File: src/rtl/ps2_host_tx_if.sv
// Host-to-keyboard PS/2 transmit bundle: byte handshake, result pulses and pad controls.
interface ps2_host_tx_if;
  logic       tx_valid;
  logic [7:0] tx_data;
  logic       tx_ready;
  logic       done;
  logic       ack_err;
  logic       timeout_err;
  logic       ps2_clk_in;
  logic       ps2_data_in;
  logic       ps2_clk_oe;
  logic       ps2_data_oe;

  modport master (
    output tx_valid, tx_data, ps2_clk_in, ps2_data_in,
    input  tx_ready, done, ack_err, timeout_err, ps2_clk_oe, ps2_data_oe
  );

  modport slave (
    input  tx_valid, tx_data, ps2_clk_in, ps2_data_in,
    output tx_ready, done, ack_err, timeout_err, ps2_clk_oe, ps2_data_oe
  );
endinterface

File: src/rtl/ps2_host_tx.sv
// PS/2 host transmitter: inhibit, request-to-send, shift 8 data + odd parity + stop, check device ACK.
//   state      | meaning
//   IDLE       | ready for a byte, lines released
//   INHIBIT    | clock held low; start bit asserted in the last cycle
//   RTS        | clock released, start bit held, timeout armed
//   SHIFT      | drive data/parity/stop on device falling edges
//   WAIT_ACK   | sample ACK on falling edge 11
//   WAIT_IDLE  | wait for both lines high
module ps2_host_tx #(
  parameter int INHIBIT_CYCLES = 10000,
  parameter int TIMEOUT_CYCLES = 2000000
) (
  input  logic        clk,
  input  logic        rst,
  ps2_host_tx_if.slave bus
);

  localparam int MAXC = (INHIBIT_CYCLES > TIMEOUT_CYCLES) ? INHIBIT_CYCLES : TIMEOUT_CYCLES;
  localparam int CW   = $clog2(MAXC + 1);
  localparam logic [CW-1:0] INH_LOAD = CW'(INHIBIT_CYCLES - 1);
  localparam logic [CW-1:0] TMO_LOAD = CW'(TIMEOUT_CYCLES - 1);

  typedef enum logic [2:0] {
    S_IDLE, S_INHIBIT, S_RTS, S_SHIFT, S_WAIT_ACK, S_WAIT_IDLE
  } state_t;

  state_t        state_q, state_d;
  logic [CW-1:0] cnt_q;
  logic [3:0]    idx_q;
  logic [7:0]    byte_q;
  logic          par_q;
  logic          bit_oe_q;
  logic          clk_s1_q, clk_s2_q, clk_prev_q;
  logic          dat_s1_q, dat_s2_q;
  logic          done_q, ack_err_q, tmo_err_q;

  logic ready, accept, fall, cnt_zero, timing, tmo_hit;
  logic clk_oe, data_oe;

  assign fall     = clk_prev_q & ~clk_s2_q;
  assign cnt_zero = (cnt_q == '0);
  assign timing   = (state_q == S_RTS) || (state_q == S_SHIFT) || (state_q == S_WAIT_ACK);
  assign tmo_hit  = timing && cnt_zero;
  assign accept   = bus.tx_valid && ready;

  always_ff @(posedge clk or posedge rst) begin
    if (rst) state_q <= S_IDLE;
    else     state_q <= state_d;
  end

  always_comb begin
    state_d = state_q;
    case (state_q)
      S_IDLE:      if (accept) state_d = S_INHIBIT;
      S_INHIBIT:   if (cnt_zero) state_d = S_RTS;
      S_RTS:       state_d = tmo_hit ? S_IDLE : S_SHIFT;
      S_SHIFT: begin
        if (tmo_hit)                        state_d = S_IDLE;
        else if (fall && idx_q == 4'd9)     state_d = S_WAIT_ACK;
      end
      S_WAIT_ACK: begin
        if (tmo_hit)   state_d = S_IDLE;
        else if (fall) state_d = S_WAIT_IDLE;
      end
      S_WAIT_IDLE: if (clk_s2_q && dat_s2_q) state_d = S_IDLE;
      default:     state_d = S_IDLE;
    endcase
  end

  // Outputs decode from the state register so rst releases the pads without waiting for a clock.
  always_comb begin
    ready   = 1'b0;
    clk_oe  = 1'b0;
    data_oe = 1'b0;
    case (state_q)
      S_IDLE:    ready   = !rst;
      S_INHIBIT: begin
        clk_oe  = 1'b1;
        data_oe = cnt_zero;
      end
      S_RTS:     data_oe = 1'b1;
      S_SHIFT:   data_oe = bit_oe_q;
      default:   ;
    endcase
  end

  always_ff @(posedge clk or posedge rst) begin
    if (rst) begin
      clk_s1_q   <= 1'b1;
      clk_s2_q   <= 1'b1;
      clk_prev_q <= 1'b1;
      dat_s1_q   <= 1'b1;
      dat_s2_q   <= 1'b1;
      cnt_q      <= '0;
      idx_q      <= '0;
      byte_q     <= '0;
      par_q      <= 1'b0;
      bit_oe_q   <= 1'b0;
      done_q     <= 1'b0;
      ack_err_q  <= 1'b0;
      tmo_err_q  <= 1'b0;
    end else begin
      clk_s1_q   <= bus.ps2_clk_in;
      clk_s2_q   <= clk_s1_q;
      clk_prev_q <= clk_s2_q;
      dat_s1_q   <= bus.ps2_data_in;
      dat_s2_q   <= dat_s1_q;
      done_q     <= (state_q == S_WAIT_ACK) && fall && !tmo_hit && !dat_s2_q;
      ack_err_q  <= (state_q == S_WAIT_ACK) && fall && !tmo_hit &&  dat_s2_q;
      tmo_err_q  <= tmo_hit;
      if (timing && !cnt_zero) cnt_q <= cnt_q - CW'(1);
      case (state_q)
        S_IDLE: begin
          if (accept) begin
            byte_q <= bus.tx_data;
            par_q  <= ~^bus.tx_data;
            cnt_q  <= INH_LOAD;
          end
        end
        S_INHIBIT: begin
          if (cnt_zero) cnt_q <= TMO_LOAD;
          else          cnt_q <= cnt_q - CW'(1);
        end
        S_RTS: begin
          idx_q    <= '0;
          bit_oe_q <= 1'b1;
        end
        S_SHIFT: begin
          if (fall) begin
            idx_q <= idx_q + 4'd1;
            if (idx_q < 4'd8)       bit_oe_q <= ~byte_q[idx_q[2:0]];
            else if (idx_q == 4'd8) bit_oe_q <= ~par_q;
            else                    bit_oe_q <= 1'b0;
          end
        end
        default: ;
      endcase
    end
  end

  assign bus.tx_ready    = ready;
  assign bus.ps2_clk_oe  = clk_oe;
  assign bus.ps2_data_oe = data_oe;
  assign bus.done        = done_q;
  assign bus.ack_err     = ack_err_q;
  assign bus.timeout_err = tmo_err_q;

endmodule

File: src/flat_wrapper.sv
// flat-port wrapper written by rule: the top's interface ports become plain ports
module ps2_host_tx_flat 
#(
  parameter int INHIBIT_CYCLES = 10000,
  parameter int TIMEOUT_CYCLES = 2000000
)
  (clk, rst, bus_tx_valid, bus_tx_data, bus_ps2_clk_in, bus_ps2_data_in, bus_tx_ready, bus_done, bus_ack_err, bus_timeout_err, bus_ps2_clk_oe, bus_ps2_data_oe);
  ps2_host_tx_if bus_i ();
  input  logic clk;
  input  logic rst;
  input wire logic [$bits(bus_i.tx_valid)-1:0] bus_tx_valid;
  input wire logic [$bits(bus_i.tx_data)-1:0] bus_tx_data;
  input wire logic [$bits(bus_i.ps2_clk_in)-1:0] bus_ps2_clk_in;
  input wire logic [$bits(bus_i.ps2_data_in)-1:0] bus_ps2_data_in;
  output wire logic [$bits(bus_i.tx_ready)-1:0] bus_tx_ready;
  output wire logic [$bits(bus_i.done)-1:0] bus_done;
  output wire logic [$bits(bus_i.ack_err)-1:0] bus_ack_err;
  output wire logic [$bits(bus_i.timeout_err)-1:0] bus_timeout_err;
  output wire logic [$bits(bus_i.ps2_clk_oe)-1:0] bus_ps2_clk_oe;
  output wire logic [$bits(bus_i.ps2_data_oe)-1:0] bus_ps2_data_oe;
  assign bus_i.tx_valid = bus_tx_valid;
  assign bus_i.tx_data = bus_tx_data;
  assign bus_i.ps2_clk_in = bus_ps2_clk_in;
  assign bus_i.ps2_data_in = bus_ps2_data_in;
  assign bus_tx_ready = bus_i.tx_ready;
  assign bus_done = bus_i.done;
  assign bus_ack_err = bus_i.ack_err;
  assign bus_timeout_err = bus_i.timeout_err;
  assign bus_ps2_clk_oe = bus_i.ps2_clk_oe;
  assign bus_ps2_data_oe = bus_i.ps2_data_oe;
  ps2_host_tx #(.INHIBIT_CYCLES(INHIBIT_CYCLES), .TIMEOUT_CYCLES(TIMEOUT_CYCLES)) u_core (.clk(clk), .rst(rst), .bus(bus_i));
endmodule
File: config.mk
export PLATFORM = sky130hd
export DESIGN_NAME = ps2_host_tx_flat
export DESIGN_NICKNAME = d
export VERILOG_FILES = /design/src/rtl/ps2_host_tx_if.sv /design/src/rtl/ps2_host_tx.sv /design/src/flat_wrapper.sv
export SDC_FILE = /design/constraint.sdc
export NUM_CORES = 1
export LEC_CHECK = 0
export BUFFER_PORTS_ARGS = -buffer_cell sky130_fd_sc_hd__buf_2
export CAP_MARGIN = 20
export CORE_MARGIN = 3
export CORE_UTILIZATION = 55
export DETAILED_ROUTE_END_ITERATION = 8
export PLACE_DENSITY = 0.74
export SLEW_MARGIN = 20
export SYNTH_ARGS = -nofsm -noshare
export SYNTH_HDL_FRONTEND = slang
export SYNTH_SLANG_ARGS = --single-unit
File: constraint.sdc
create_clock -name clk -period 2.6 [get_ports clk]
set_input_delay 0.52 -clock clk [delete_from_list [all_inputs] [get_ports clk]]
set_output_delay 0.52 -clock clk [all_outputs]
set_load 0.02 [all_outputs]
==> impl_metrics.py <==
metrics = {
    "synthesis": {
        "synth_compound_area_share_pct": 19.0,
        "synth-seq-cells": 46,
        "synthXorXnorAreaFrac_pct": 3.00,
        "avgSynthCellArea_um2": 9.36,
        "synth_seq_area_share_pct": 44.0,
        "muxShareOfSynthArea_pct": 3.24,
        "synth_top_family_by_area": "simple AND/OR/NAND/NOR gates",
        "synth-simple-area-share_pct": 25.4,
        "ys.flop_type": "dfrtp_1",
        "synth_area_um2": 2630,
        "async_reset_ff_share_pct": 100,
        "synth_fa_ha_area_share_pct": 1.90,
        "yosysWarnings": 0,
        "netlist_instances": 281,
        "syn_nets": 298,
        "synth.distinct_cells": 56,
        "synth-edff-count": 0,
    },
    "place": {
        "gp_congestion": 0.918,
        "portBuffers": 18,
        "hpwl_mm": 4.05,
        "dpl-instance-area_um2": 2800,
    },
    "drt": {
        "drtPass1Iterations": 5,
        "drc": 0,
        "wl_per_cell_um": 15.9,
        "drtAntennaViolNets": 0,
        "wl_met1_mm": 2.71,
        "wl_met3_um": 337,
        "drt_iter0_markers": 296,
        "highest_layer": "met4",
        "wl_mm": 5.74,
        "via_per_inst": 6.21,
        "vias": 2235,
        "wl_met2_mm": 2.62,
    },
    "critical_path": {
        "crit_start": "u_core.cnt_q[11]",
        "cp_max_fo": 5,
        "cp.arrival_ns": 2.01,
        "start_kind": "flip-flop",
        "crit_type": "flip-flop to output port",
        "critPathCaptureType": "output port",
        "cp.required_ns": 2.08,
        "rr_startpoint": "u_core.cnt_q[11]",
    },
    "global_routing": {
        "grt_pass1_vias": 2064,
        "track_usage_pct": 23.1,
        "antenna_found_initial": 0,
        "grt_overflow": 0,
        "grt_pass1_wl_mm": 9.89,
        "grt_max_degree": 28,
    },
    "run_status": {
        "run_status": "finished clean",
    },
    "sta": {
        "tightestPinTransition_ns": 0.608,
        "worst_hold_slack_ns": 0.275,
        "fin_tns_setup_ns": 0,
        "fin_crit_ns": 2.53,
        "finalSetupViolCount": 0,
        "finalMaxSlewViolations": 0,
        "fin_crit_sh_pct": 97.2,
        "max_freq_mhz": 396,
        "final_hold_viol_count": 0,
        "skew_ns": 0.00832,
        "worst_slew_margin_rel_pct": 59.4,
    },
    "cells_and_area": {
        "drive_gt1_share_pct": 19.8,
        "nFillCells": 377,
        "syn2layout_area_growth_pct": 11.9,
        "antenna_cells": 0,
        "design_area_um2": 2940,
        "final_nets": 324,
    },
    "job": {
        "drv_cap": 0,
    },
    "floorplanning": {
        "initial_utilization_pct": 58.8,
        "die_w_um": 75.2,
        "std_cell_rows": 24,
        "coreArea_um2": 4470,
        "io_pins": 19,
        "die-height_um": 75.2,
        "dieArea_um2": 5650,
    },
    "cts": {
        "clock_path_buffers": 2,
        "cts_max_level": 2,
        "cts_tree": "built",
        "cts_sinks": 46,
        "clkLatencyLatePin_ns": 0.30,
        "cts_hold_buf": 0,
        "cts_made_buffers": 5,
        "clk_pin_slew_ns": 0.09,
        "root_buffer": "clkbuf_8",
    },
    "worst_hold_path": {
        "hp-class": "input pin to asynchronous set/reset pin",
    },
    "pwr": {
        "vdd_drop_max_mv": 0.483,
        "powerDensity_nw_per_um2": 780,
        "power_leakage_nw": 1.31,
    },
}
-- flip-flops by register name, indices dropped and copies added, names as in the netlist --
register and cells:
u_core.bit_oe_q 1, u_core.byte_q 8, u_core.dat_s1_q 1, u_core.clk_s2_q 1, u_core.clk_prev_q 1, u_core.bus.done 1, u_core.dat_s2_q 1, u_core.bus.timeout_err 1
u_core.bus.ack_err 1, u_core.par_q 1, u_core.clk_s1_q 1, u_core.idx_q 4, u_core.state_q 3, u_core.cnt_q 21
-- worst max-delay path: stages, from the launching register on --
cell and delay [ns]:
dfrtp_1 0.42, or4_4 0.57, and4b_2 0.34, nand2_4 0.06
o22ai_2 0.19, buf_6 0.14
-- routing by layer --
metal | vias up | global-route usage, %
met2 | 79 | 33.8
li1 | 1079 | -
met4 | 0 | 7.18
met1 | 1069 | 34.0
met3 | 8 | 5.34
met5 | - | 0
-- power by group --
group,internal (W),leakage (nW),switching [W]
registers,0.000864,0.567,0.000119
logic,0.000301,0.686,0.000493
clock network,0.000288,0.0524,0.000233
total,0.00145,1.31,0.000845
-- stage by stage --
| step | util, % | power, W | setup slack, ns | instances |
|---|---|---|---|---|
| 2_1_floorplan | - | 0.00154 | 0.166 | 281 |
| 3_3_place_gp | 62.5 | 0.00175 | 0.318 | 349 |
| 3_5_place_dp | 62.5 | 0.00176 | 0.291 | 349 |
| 4_1_cts | 65.1 | 0.00229 | 0.00343 | 358 |
| 5_1_grt | 65.8 | 0.00245 | -0.00943 | 360 |
| 6_report | 65.8 | 0.00230 | 0.0733 | 360 |
-- layout by cell type, fill, tap and decap left out, drive strengths merged, types with 5 or more instances in the layout --
cell / Yosys / final
dfrtp: 41 / 41
o211ai: 6 / 6
nand2: 51 / 51
buf: 4 / 32
clkbuf: 9 / 7
a21oi: 8 / 8
dfstp: 5 / 5
nor3: 12 / 12
nand3: 10 / 10
nor2b: 6 / 6
xnor2: 7 / 7
a31oi: 6 / 6
o21ai: 21 / 21
nand2b: 6 / 6
nor2: 19 / 19
inv: 5 / 5
nor4: 5 / 5
-- what timing repair did --
action | in CTS | in global routing
pin swaps | 0 | 1
setup buffers | 1 | 2
endpoints found under the setup margin | 1 | 1
gates resized for setup | 1 | 4
-- cells by family (layout without fill, tap and decap cells) --
| family | count (synthesis) | in the layout |
|---|---|---|
| AO/OA/AOI/OAI | 73 | 73 |
| adder cells (fa/ha/maj) | 4 | 4 |
| multiplexers | 6 | 6 |
| buffers and inverters | 18 | 45 |
| flip-flops | 46 | 46 |
| AND/OR/NAND/NOR | 125 | 125 |
| XOR/XNOR | 9 | 9 |
-- worst paths after layout --
path | end | slack, ns | depth (start not counted)
worst min-delay path | u_core.state_q[1] | 0.28 | 2
worst max-delay path | bus_ps2_data_oe | 0.07 | 5
worst max register to register | u_core.cnt_q[2] | 0.29 | 7
worst min register to register | u_core.dat_s2_q | 0.36 | 0
min in group clk | u_core.dat_s1_q | 0.31 | 1
max in group asynchronous | u_core.clk_s1_q | 1.67 | 3
-- synthesized netlist by cell type, types with 5 or more instances --
cell | instances | area [um^2]
nor2_1 | 16 | 60.1
dfrtp_1 | 41 | 1030
nor2b_1 | 6 | 37.5
inv_1 | 5 | 18.8
nand3_1 | 10 | 50.1
a31oi_1 | 6 | 37.5
nor4_1 | 5 | 31.3
a21oi_1 | 8 | 40.0
o21ai_0 | 17 | 85.1
nor3_1 | 9 | 45.0
xnor2_1 | 7 | 61.3
nand2_1 | 50 | 188
dfstp_2 | 5 | 131
o211ai_1 | 6 | 45.0
clkbuf_1 | 9 | 33.8
nand2b_1 | 6 | 37.5
-- area by class of cell --
class | instances | area (um^2) | area share [%]
timing repair buffer | 32 | 201 | 6.84
sequential | 46 | 1160 | 39.3
clock inverter | 1 | 30.0 | 1.02
multi-input combinational | 217 | 1400 | 47.4
inverter | 5 | 18.8 | 0.637
clock buffer | 7 | 76.3 | 2.59
tap | 52 | 65.1 | 2.21
(Power assumes the default switching activity.)
